<file path="config.mk">
export PLATFORM = sky130hd
export DESIGN_NAME = circuit1_pipe
export DESIGN_NICKNAME = d
export VERILOG_FILES = /design/src/rtl/circuit1_pkg.sv /design/src/rtl/dp_sadd_sat.sv /design/src/rtl/circuit1_pipe.sv
export SDC_FILE = /design/constraint.sdc
export NUM_CORES = 1
export LEC_CHECK = 0
export CORE_UTILIZATION = 40
export DETAILED_ROUTE_END_ITERATION = 8
export GPL_ROUTABILITY_DRIVEN = 0
export MAX_ROUTING_LAYER = met4
export PLACE_DENSITY = 0.55
export SYNTH_ARGS = -nofsm -noshare
export SYNTH_HDL_FRONTEND = slang
export SYNTH_SLANG_ARGS = --single-unit
</file>
<file path="constraint.sdc">
create_clock -name Clk -period 3.1 [get_ports Clk]
set_clock_uncertainty 0.15 [all_clocks]
set_input_delay 0.465 -clock Clk [delete_from_list [all_inputs] [get_ports Clk]]
set_output_delay 0.465 -clock Clk [all_outputs]
set_load 0.02 [all_outputs]
</file>
<file path="src/rtl/circuit1_pkg.sv">
// Shared definitions for circuit1_pipe: the widest supported operand width, the signed limits
// at that width, and a width-generic signed add that reports overflow and can saturate.
package circuit1_pkg;

    localparam int MAX_W = 32;

    typedef logic signed [MAX_W-1:0] wide_t;

    typedef struct packed {
        logic  ovf;
        wide_t sum;
    } sat_res_t;

    localparam wide_t WIDE_MAX = {1'b0, {(MAX_W-1){1'b1}}};
    localparam wide_t WIDE_MIN = {1'b1, {(MAX_W-1){1'b0}}};

    // Narrow limits come from arithmetic shifts of the wide limits, so they are already sign-extended
    function automatic wide_t smax(input int w);
        return WIDE_MAX >>> (MAX_W - w);
    endfunction

    function automatic wide_t smin(input int w);
        return WIDE_MIN >>> (MAX_W - w);
    endfunction

    // a and b are w-bit values sign-extended to MAX_W. The full sum cannot overflow while w < MAX_W.
    // Overflow is therefore detected by checking whether the low w bits, re-extended, still equal it.
    function automatic sat_res_t sat_add(input wide_t a, input wide_t b, input int w,
                                         input logic sat);
        sat_res_t r;
        wide_t    full;
        wide_t    wrapped;
        full    = a + b;
        wrapped = (full <<< (MAX_W - w)) >>> (MAX_W - w);
        r.ovf   = (wrapped != full);
        if (r.ovf && sat) begin
            r.sum = full[MAX_W-1] ? smin(w) : smax(w);
        end else begin
            r.sum = wrapped;
        end
        return r;
    endfunction

endpackage

</file>
<file path="src/rtl/dp_sadd_sat.sv">
// W-bit signed adder with optional saturation.
// The overflow output reflects the unsaturated sum.
module dp_sadd_sat
    import circuit1_pkg::*;
#(
    parameter int W        = 8,
    parameter int SATURATE = 0
)
(
    input  logic signed [W-1:0] a,
    input  logic signed [W-1:0] b,
    output logic signed [W-1:0] sum,
    output logic                ovf
);

    if (W < 2 || W >= MAX_W) begin : g_bad_width
        $error("dp_sadd_sat: W must lie in [2, MAX_W-1]");
    end

    sat_res_t res;
    logic     unused_hi;

    always_comb begin
        res = sat_add(wide_t'(a), wide_t'(b), W, SATURATE != 0);
    end

    assign sum       = res.sum[W-1:0];
    assign ovf       = res.ovf;
    assign unused_hi = ^res.sum[MAX_W-1:W];

endmodule

</file>
<file path="src/rtl/circuit1_pipe.sv">
// Two-stage stallable Circuit1 datapath: z = min(a+b, a+c), x = a*c - (a+b).
// It uses a valid/ready handshake on both sides and has a sticky overflow flag.
module circuit1_pipe
    import circuit1_pkg::*;
#(
    parameter int DATAWIDTH = 8,
    parameter int SATURATE  = 0
)
(
    input  logic                          Clk,
    input  logic                          Rst,
    input  logic signed [DATAWIDTH-1:0]   a,
    input  logic signed [DATAWIDTH-1:0]   b,
    input  logic signed [DATAWIDTH-1:0]   c,
    input  logic                          in_valid,
    output logic                          in_ready,
    output logic signed [DATAWIDTH-1:0]   z,
    output logic signed [2*DATAWIDTH-1:0] x,
    output logic                          out_valid,
    input  logic                          out_ready,
    output logic                          ovf,
    input  logic                          ovf_clr
);

    localparam int W = DATAWIDTH;

    logic signed [W-1:0]   d_n, e_n, d, e;
    logic signed [2*W-1:0] a_x, c_x, f_n, f, d_x;
    logic                  ovd, ove, ov1;
    logic                  v1, v2;
    logic                  adv1, adv2, load1;

    dp_sadd_sat #(.W(W), .SATURATE(SATURATE)) u_add_d (
        .a   (a),
        .b   (b),
        .sum (d_n),
        .ovf (ovd)
    );

    dp_sadd_sat #(.W(W), .SATURATE(SATURATE)) u_add_e (
        .a   (a),
        .b   (c),
        .sum (e_n),
        .ovf (ove)
    );

    assign a_x = {{W{a[W-1]}}, a};
    assign c_x = {{W{c[W-1]}}, c};
    assign f_n = a_x * c_x;

    // Each stage may take new data when it is empty or its content is leaving this cycle
    assign adv2     = !v2 || out_ready;
    assign adv1     = !v1 || adv2;
    assign in_ready = adv1;
    assign load1    = in_valid && adv1;

    always_ff @(posedge Clk or negedge Rst) begin
        if (!Rst) begin
            v1  <= 1'b0;
            d   <= '0;
            e   <= '0;
            f   <= '0;
            ov1 <= 1'b0;
        end else begin
            if (adv1) begin
                v1 <= in_valid;
            end
            if (load1) begin
                d   <= d_n;
                e   <= e_n;
                f   <= f_n;
                ov1 <= ovd || ove;
            end
        end
    end

    assign d_x = {{W{d[W-1]}}, d};

    always_ff @(posedge Clk or negedge Rst) begin
        if (!Rst) begin
            v2  <= 1'b0;
            z   <= '0;
            x   <= '0;
            ovf <= 1'b0;
        end else begin
            if (adv2) begin
                v2 <= v1;
            end
            if (adv2 && v1) begin
                z <= (d > e) ? e : d;
                x <= f - d_x;
            end
            // A flagged transaction entering stage 2 takes priority over a clear
            if (adv2 && v1 && ov1) begin
                ovf <= 1'b1;
            end else if (ovf_clr) begin
                ovf <= 1'b0;
            end
        end
    end

    assign out_valid = v2;

endmodule

</file>
==> reports/results.ini, run 1 <==
[clocking]
root_buffer=clkbuf_16
clock_path_buffers=2
worstSkewPairLatency_ns=0.33
cts_tree=done
clock_sinks=60
cts_buffers=9
path_clk_slew_ns=0.05
h-tree-depth=3

[logic_synthesis]
synth_top_cell_by_area=dfrtp_1
synth_area_leaders=dfrtp_1 24%, fa_1 18%, ha_1 14%, inv_1 6.7%, nand2_1 5.4%
synth_nets=863
synth_cells=707
synth.cell_area_mm2=0.00630
ys_ff_latch=60
ys_seq_area_share_pct=23.8
yosysTopAreaCellShare_pct=23.8
async_flop_share_pct=100
syn_avg_cell_area_um2=8.91
synth_edf_count=0
synth_ff_type=dfrtp_1
synth_warnings=0
yosys.cell_types.count=48

[worst_setup_path]
required_ns=3.16
path_delay_family=adder cells
start_kind=input pin
cp.arrival_ns=4.29
crit_slowest_cell=fa_1
path_cells=buf_8, buf_6, and2_4, fa_1, inv_2, fa_1, inv_2, fa_1, inv_2, fa_2, inv_2, ha_4, o21ai_4, o21ai_2, a31o_4, a21oi_4, and4b_1, or3_1
crit_path_max_incr_delay_ns=0.54
cpMostUsedCell=inv_2
endpoint_kind=flip-flop
path_buf_inv=6
worstPathMaxFanout=3
worstSetupPathType=in -> reg

[grt]
antenna_found_initial=0
gr-total-overflow=0
grt_max_degree=61
grt_pass1_wl_um=26700
grt_usage_pct=21.3
grt_pass1_vias=5473

[die]
num_io_pins=56
initial_utilization_pct=41.2
core-area_mm2=0.0153
fp.dieH_um=128
fp.dieW_um=128
num_rows=45
dieArea_mm2=0.0163

[sta]
finalSetupViolations=11
tightest_slew_ns=0.816
max_freq_mhz=236
fin_ws_ns=-1.14
drv_slew=0
rsz0062_at_grt=true
finalHoldViolations=0
max_slew_margin_pct=45.6
post-route-period-util_pct=137
fin_crit_ns=4.24

[cells_and_area]
fin_nets=1014
fin_util_pct=56.4
fill_cells=1410
area_growth_pct=37.2
design_area_mm2=0.00864
diodes=0
drive_above_1_share_pct=26.4
instances_no_fill=1074

[power]
power.density_mw_per_mm2=853
leakagePower_nw=4.07
total_power_mw=7.37
max-vdd-ir-drop_v=0.000349

[route]
avgRoutedWirePerCell_um=14.5
first_pass_iters=4
wl_um=15600
drcViolationCount=0
vias=5244
vias_per_cell=4.88
drtIter0Drc=199
drtAntennaViolNets=0

[run_status]
violations=negative setup slack
status=finished with violations

[place]
placed_cell_area_mm2=0.00785
place_ws_ns=-1.97
hpwl_um=12600
io_buffers=55
dp.cells=1036

[run]
maxCapViolations=0

[worst_hold_path]
hold_class=in -> async

-- final timing paths --
| kind | slack [ns] | depth (start not counted) | from | endpoint |
|---|---|---|---|---|
| worst max register to register | 0.46 | 8 | d[1] | x[15] |
| max in group asynchronous | 2.15 | 2 | Rst | f[7] |
| worst max-delay path | -1.14 | 18 | a[6] | f[13] |
| worst min register to register | 0.32 | 2 | z[7] | z[7] |
| worst min-delay path | 0.15 | 2 | Rst | d[2] |
| min in group Clk | 0.32 | 2 | z[7] | z[7] |
-- registers in the layout, summed over array words and instances, names as in the netlist --
signal and count:
out_valid 1, f 16, z 8, ovf 1, x 16, v1 1
ov1 1, d 8, e 8
-- through the flow --
step                hold slack, ns  setup TNS [ns]
global route                 0.219          -10.89
global placement             0.312          -17.28
floorplan                   0.0194           -8.41
CTS                          0.172           -8.88
finish                       0.147           -9.58
detailed placement           0.319          -17.79
-- per-layer routing --
layer / vias to the layer above / wire (µm) / GRT usage, %
li1: 2647 / - / -
met1: 2495 / 7430 / 27.0
met5: - / 0 / -
met3: 21 / 304 / 2.55
met2: 81 / 7540 / 35.8
met4: 0 / 311 / 6.30
-- final cells by class --
| cell class | instances | area [µm²] | area share [%] |
|---|---|---|---|
| Tap cell | 211 | 264 | 3.05 |
| Inverter | 112 | 425 | 4.92 |
| Sequential cell | 60 | 1500 | 17.4 |
| Clock inverter | 5 | 27.5 | 0.318 |
| Clock buffer | 11 | 243 | 2.81 |
| Multi-Input combinational cell | 522 | 4810 | 55.6 |
| Timing Repair Buffer | 153 | 1380 | 15.9 |
-- power breakdown --
part,switching (mW),total [mW],leakage (nW),internal (mW)
sequential,0.176,1.26,0.731,1.08
clock,0.342,0.897,0.135,0.556
combinational,2.55,5.22,3.20,2.66
-- Yosys cell counts (2+ instances only) --
cell type    n
o31ai_1     11
o221ai_1     2
a21oi_1     18
o31a_1       2
nand3_1      6
and4_1       2
a31oi_1      8
ha_1        69
a31o_2       2
o21bai_1     2
nor3_1       9
o41ai_1      2
o22ai_1      3
a211oi_1     5
mux2i_1      9
fa_1        58
a2111o_1     2
xnor2_1     17
dfrtp_1     60
xor2_1      13
and2_1      38
inv_1      112
a21o_1       4
o21a_1      16
or3_1        4
nand2_1     90
nand2b_1    14
nand4_1      2
o211ai_1     2
clkbuf_1    12
nor2b_1      7
o21ai_0     63
nor2_1      25
or4_1        3
nand3b_1     2
-- timing repair --
item	in CTS	in global routing
endpoints found under the setup margin	12	11
gates resized for setup	132	55
pin swaps	49	43
setup buffers	13	15
hold buffers	0	0
-- cell families (layout without fill, tap and decap cells) --
| family | Yosys count | count (layout) | synth area share, % |
|---|---|---|---|
| buffers and inverters | 125 | 281 | 7.44 |
| AND/OR/NAND/NOR | 208 | 208 | 16.1 |
| XOR/XNOR | 30 | 30 | 4.17 |
| adder cells (fa/ha/maj) | 127 | 127 | 32.1 |
| AO/OA/AOI/OAI | 148 | 148 | 14.9 |
| flip-flops | 60 | 60 | 23.8 |
| multiplexers | 9 | 9 | 1.43 |
-- placed cells by master (no fill, tap or decap), types with 3 or more instances in the layout --
cell / n
nand3_1: 5
o21a_1: 16
a21o_1: 4
xnor2_1: 15
o21ai_1: 8
clkbuf_16: 9
xor2_1: 13
nor2b_1: 7
nor2_1: 22
fa_2: 5
inv_2: 19
or3_1: 3
nor3_1: 8
mux2i_1: 9
ha_4: 19
nand2_1: 86
inv_1: 91
a211oi_1: 4
fa_1: 53
dfrtp_1: 60
and2_4: 22
a31oi_1: 8
o31ai_1: 10
buf_6: 33
a21oi_1: 16
nand2b_1: 13
and2_1: 16
clkdlybuf4s50_1: 38
buf_2: 5
nor2_2: 4
clkinv_2: 4
buf_8: 3
o21ai_0: 51
ha_1: 49
buf_4: 74
Note: power is estimated with default switching activity, not from simulation.
==> inputs of run 2 (changes only) <==
--- a/config.mk
+++ b/config.mk
@@ -6,6 +6,7 @@
 export NUM_CORES = 1
 export LEC_CHECK = 0
 export CORE_UTILIZATION = 40
+export CTS_BUF_LIST = sky130_fd_sc_hd__clkbuf_4 sky130_fd_sc_hd__clkbuf_8
 export DETAILED_ROUTE_END_ITERATION = 8
 export GPL_ROUTABILITY_DRIVEN = 0
 export MAX_ROUTING_LAYER = met4
==> reports/results.ini, run 2 (synthesis gave the netlist of run 1 again) <==
[place]
placed_cell_area_mm2=0.00785
io_buffers=55
place_ws_ns=-1.97
hpwl_um=12600

[die]
initial_utilization_pct=41.2
num_rows=45
core-area_mm2=0.0153
num_io_pins=56
fp.dieW_um=128
dieArea_mm2=0.0163
fp.dieH_um=128

[worst_setup_path]
endpoint_kind=flip-flop
path_cells=buf_8, buf_6, and2_4, fa_1, inv_2, fa_1, inv_2, fa_1, inv_2, fa_2, inv_2, ha_4, o21ai_4, o21ai_2, a31o_4, a21oi_4, and4b_1, or3_1
crit_slowest_cell=fa_1
start_kind=input pin
worstSetupPathType=in -> reg
cpMostUsedCell=inv_2
cp.arrival_ns=4.29
required_ns=3.17
crit_path_max_incr_delay_ns=0.54
worstPathMaxFanout=3

[route]
vias_per_cell=4.90
vias=5258
drtAntennaViolNets=0
first_pass_iters=4
wl_um=15400
drtIter0Drc=177
drcViolationCount=0
avgRoutedWirePerCell_um=14.4

[cells_and_area]
area_growth_pct=35.6
final_common_cell=inv_1
fill_cells=1424
design_area_mm2=0.00855
drive_above_1_share_pct=26.5
layout_common_cells=91 x inv_1, 86 x nand2_1, 74 x buf_4
reg_top3=f: 16 flops, x: 16 flops
diodes=0
fin_nets=1014

[clocking]
cts_hold_buf=0
clock_path_buffers=2
clock_sinks=60
path_clk_slew_ns=0.07
cts_tree=done
h-tree-depth=3
root_buffer=clkbuf_8
cts_buffers=9
worstSkewPairLatency_ns=0.34

[power]
total_power_mw=7.08
switching_share_pct=42.7
p_seq_share_pct=17.7
internal_power_mw=4.05
leakagePower_nw=4.03
pwr-share-clk_pct=8.8
p_sw_mw=3.03
power.density_mw_per_mm2=829
pwr-share-comb_pct=73.5
max-vdd-ir-drop_v=0.000357

[sta]
post-route-period-util_pct=136
finalSetupViolations=11
max_freq_mhz=237
finalHoldViolations=0
fin_ws_ns=-1.12
rsz0062_at_grt=true
tightest_slew_ns=0.814
max_slew_margin_pct=45.7
fin_crit_ns=4.22
timing.hold.ws_ns=0.118
drv_slew=0

[worst_hold_path]
hold_class=in -> async

[grt]
grt_pass1_vias=5487
grt_busiest_layer=met2
globalRouteMet3Util_pct=2.14
grt_pass1_wl_um=26600
gr-total-overflow=0
use_met1_pct=26.9
antenna_found_initial=0
grt_max_degree=61
grt_usage_pct=21.3
gr-usage-met2_pct=35.6

[run]
maxCapViolations=0

[run_status]
violations=negative setup slack
status=finished with violations

## run 2: repair_timing
action                     CTS  global route
pin swaps                   48            44
buffers inserted            13            14
setup endpoints to repair   12            11
gates resized for setup    132            54
## run 2: final cells by class
class	instances	area, µm²	area share [%]
Clock inverter	5	27.5	0.322
Inverter	112	425	4.98
Timing Repair Buffer	153	1380	16.1
Tap cell	211	264	3.09
Clock buffer	11	145	1.70
Multi-Input combinational cell	522	4810	56.2
Sequential cell	60	1500	17.6
## run 2: metal layers
metal / up-vias / part of all wire, %
met4: 0 / 2.3
met3: 24 / 2.7
li1: 2650 / -
met5: - / 0
met2: 81 / 48
met1: 2503 / 47
## run 2: per-stage QoR
step                utilization [%]  setup TNS, ns  cells
floorplan                         -          -8.41    707
global placement               51.3         -17.28   1036
detailed placement             51.3         -17.79   1036
CTS                            54.1          -8.62   1064
global route                   55.8         -10.63   1074
finish                         55.8          -9.40   1074
## run 2: path summary, 6_finish.rpt
kind	slack, ns	from	cells after the start	to
max in group asynchronous	2.17	Rst	2	f[7]
setup / recovery	-1.12	a[6]	18	f[13]
min in group Clk	0.33	x[1]	2	x[1]
setup reg to reg	0.48	d[1]	8	x[15]
hold / removal	0.12	Rst	2	z[6]
hold reg to reg	0.33	x[1]	2	x[1]
## run 2: critical path, delay by kind of cell
kind | cells | cell delay (ns)
fa+ha+maj | 5 | 2.35
simple gates | 3 | 0.63
compound gates | 4 | 0.48
buf+inv | 6 | 0.37
## run 2: power by group through the flow
stage | Sequential, mW | Combinational [mW] | Clock, mW
after floorplan | 1.43 | 2.94 | 0
after global placement | 1.26 | 4.41 | 0
final | 1.25 | 5.21 | 0.620
after CTS | 1.27 | 4.91 | 0.636
after global routing | 1.30 | 5.80 | 0.673
after detailed placement | 1.28 | 4.50 | 0
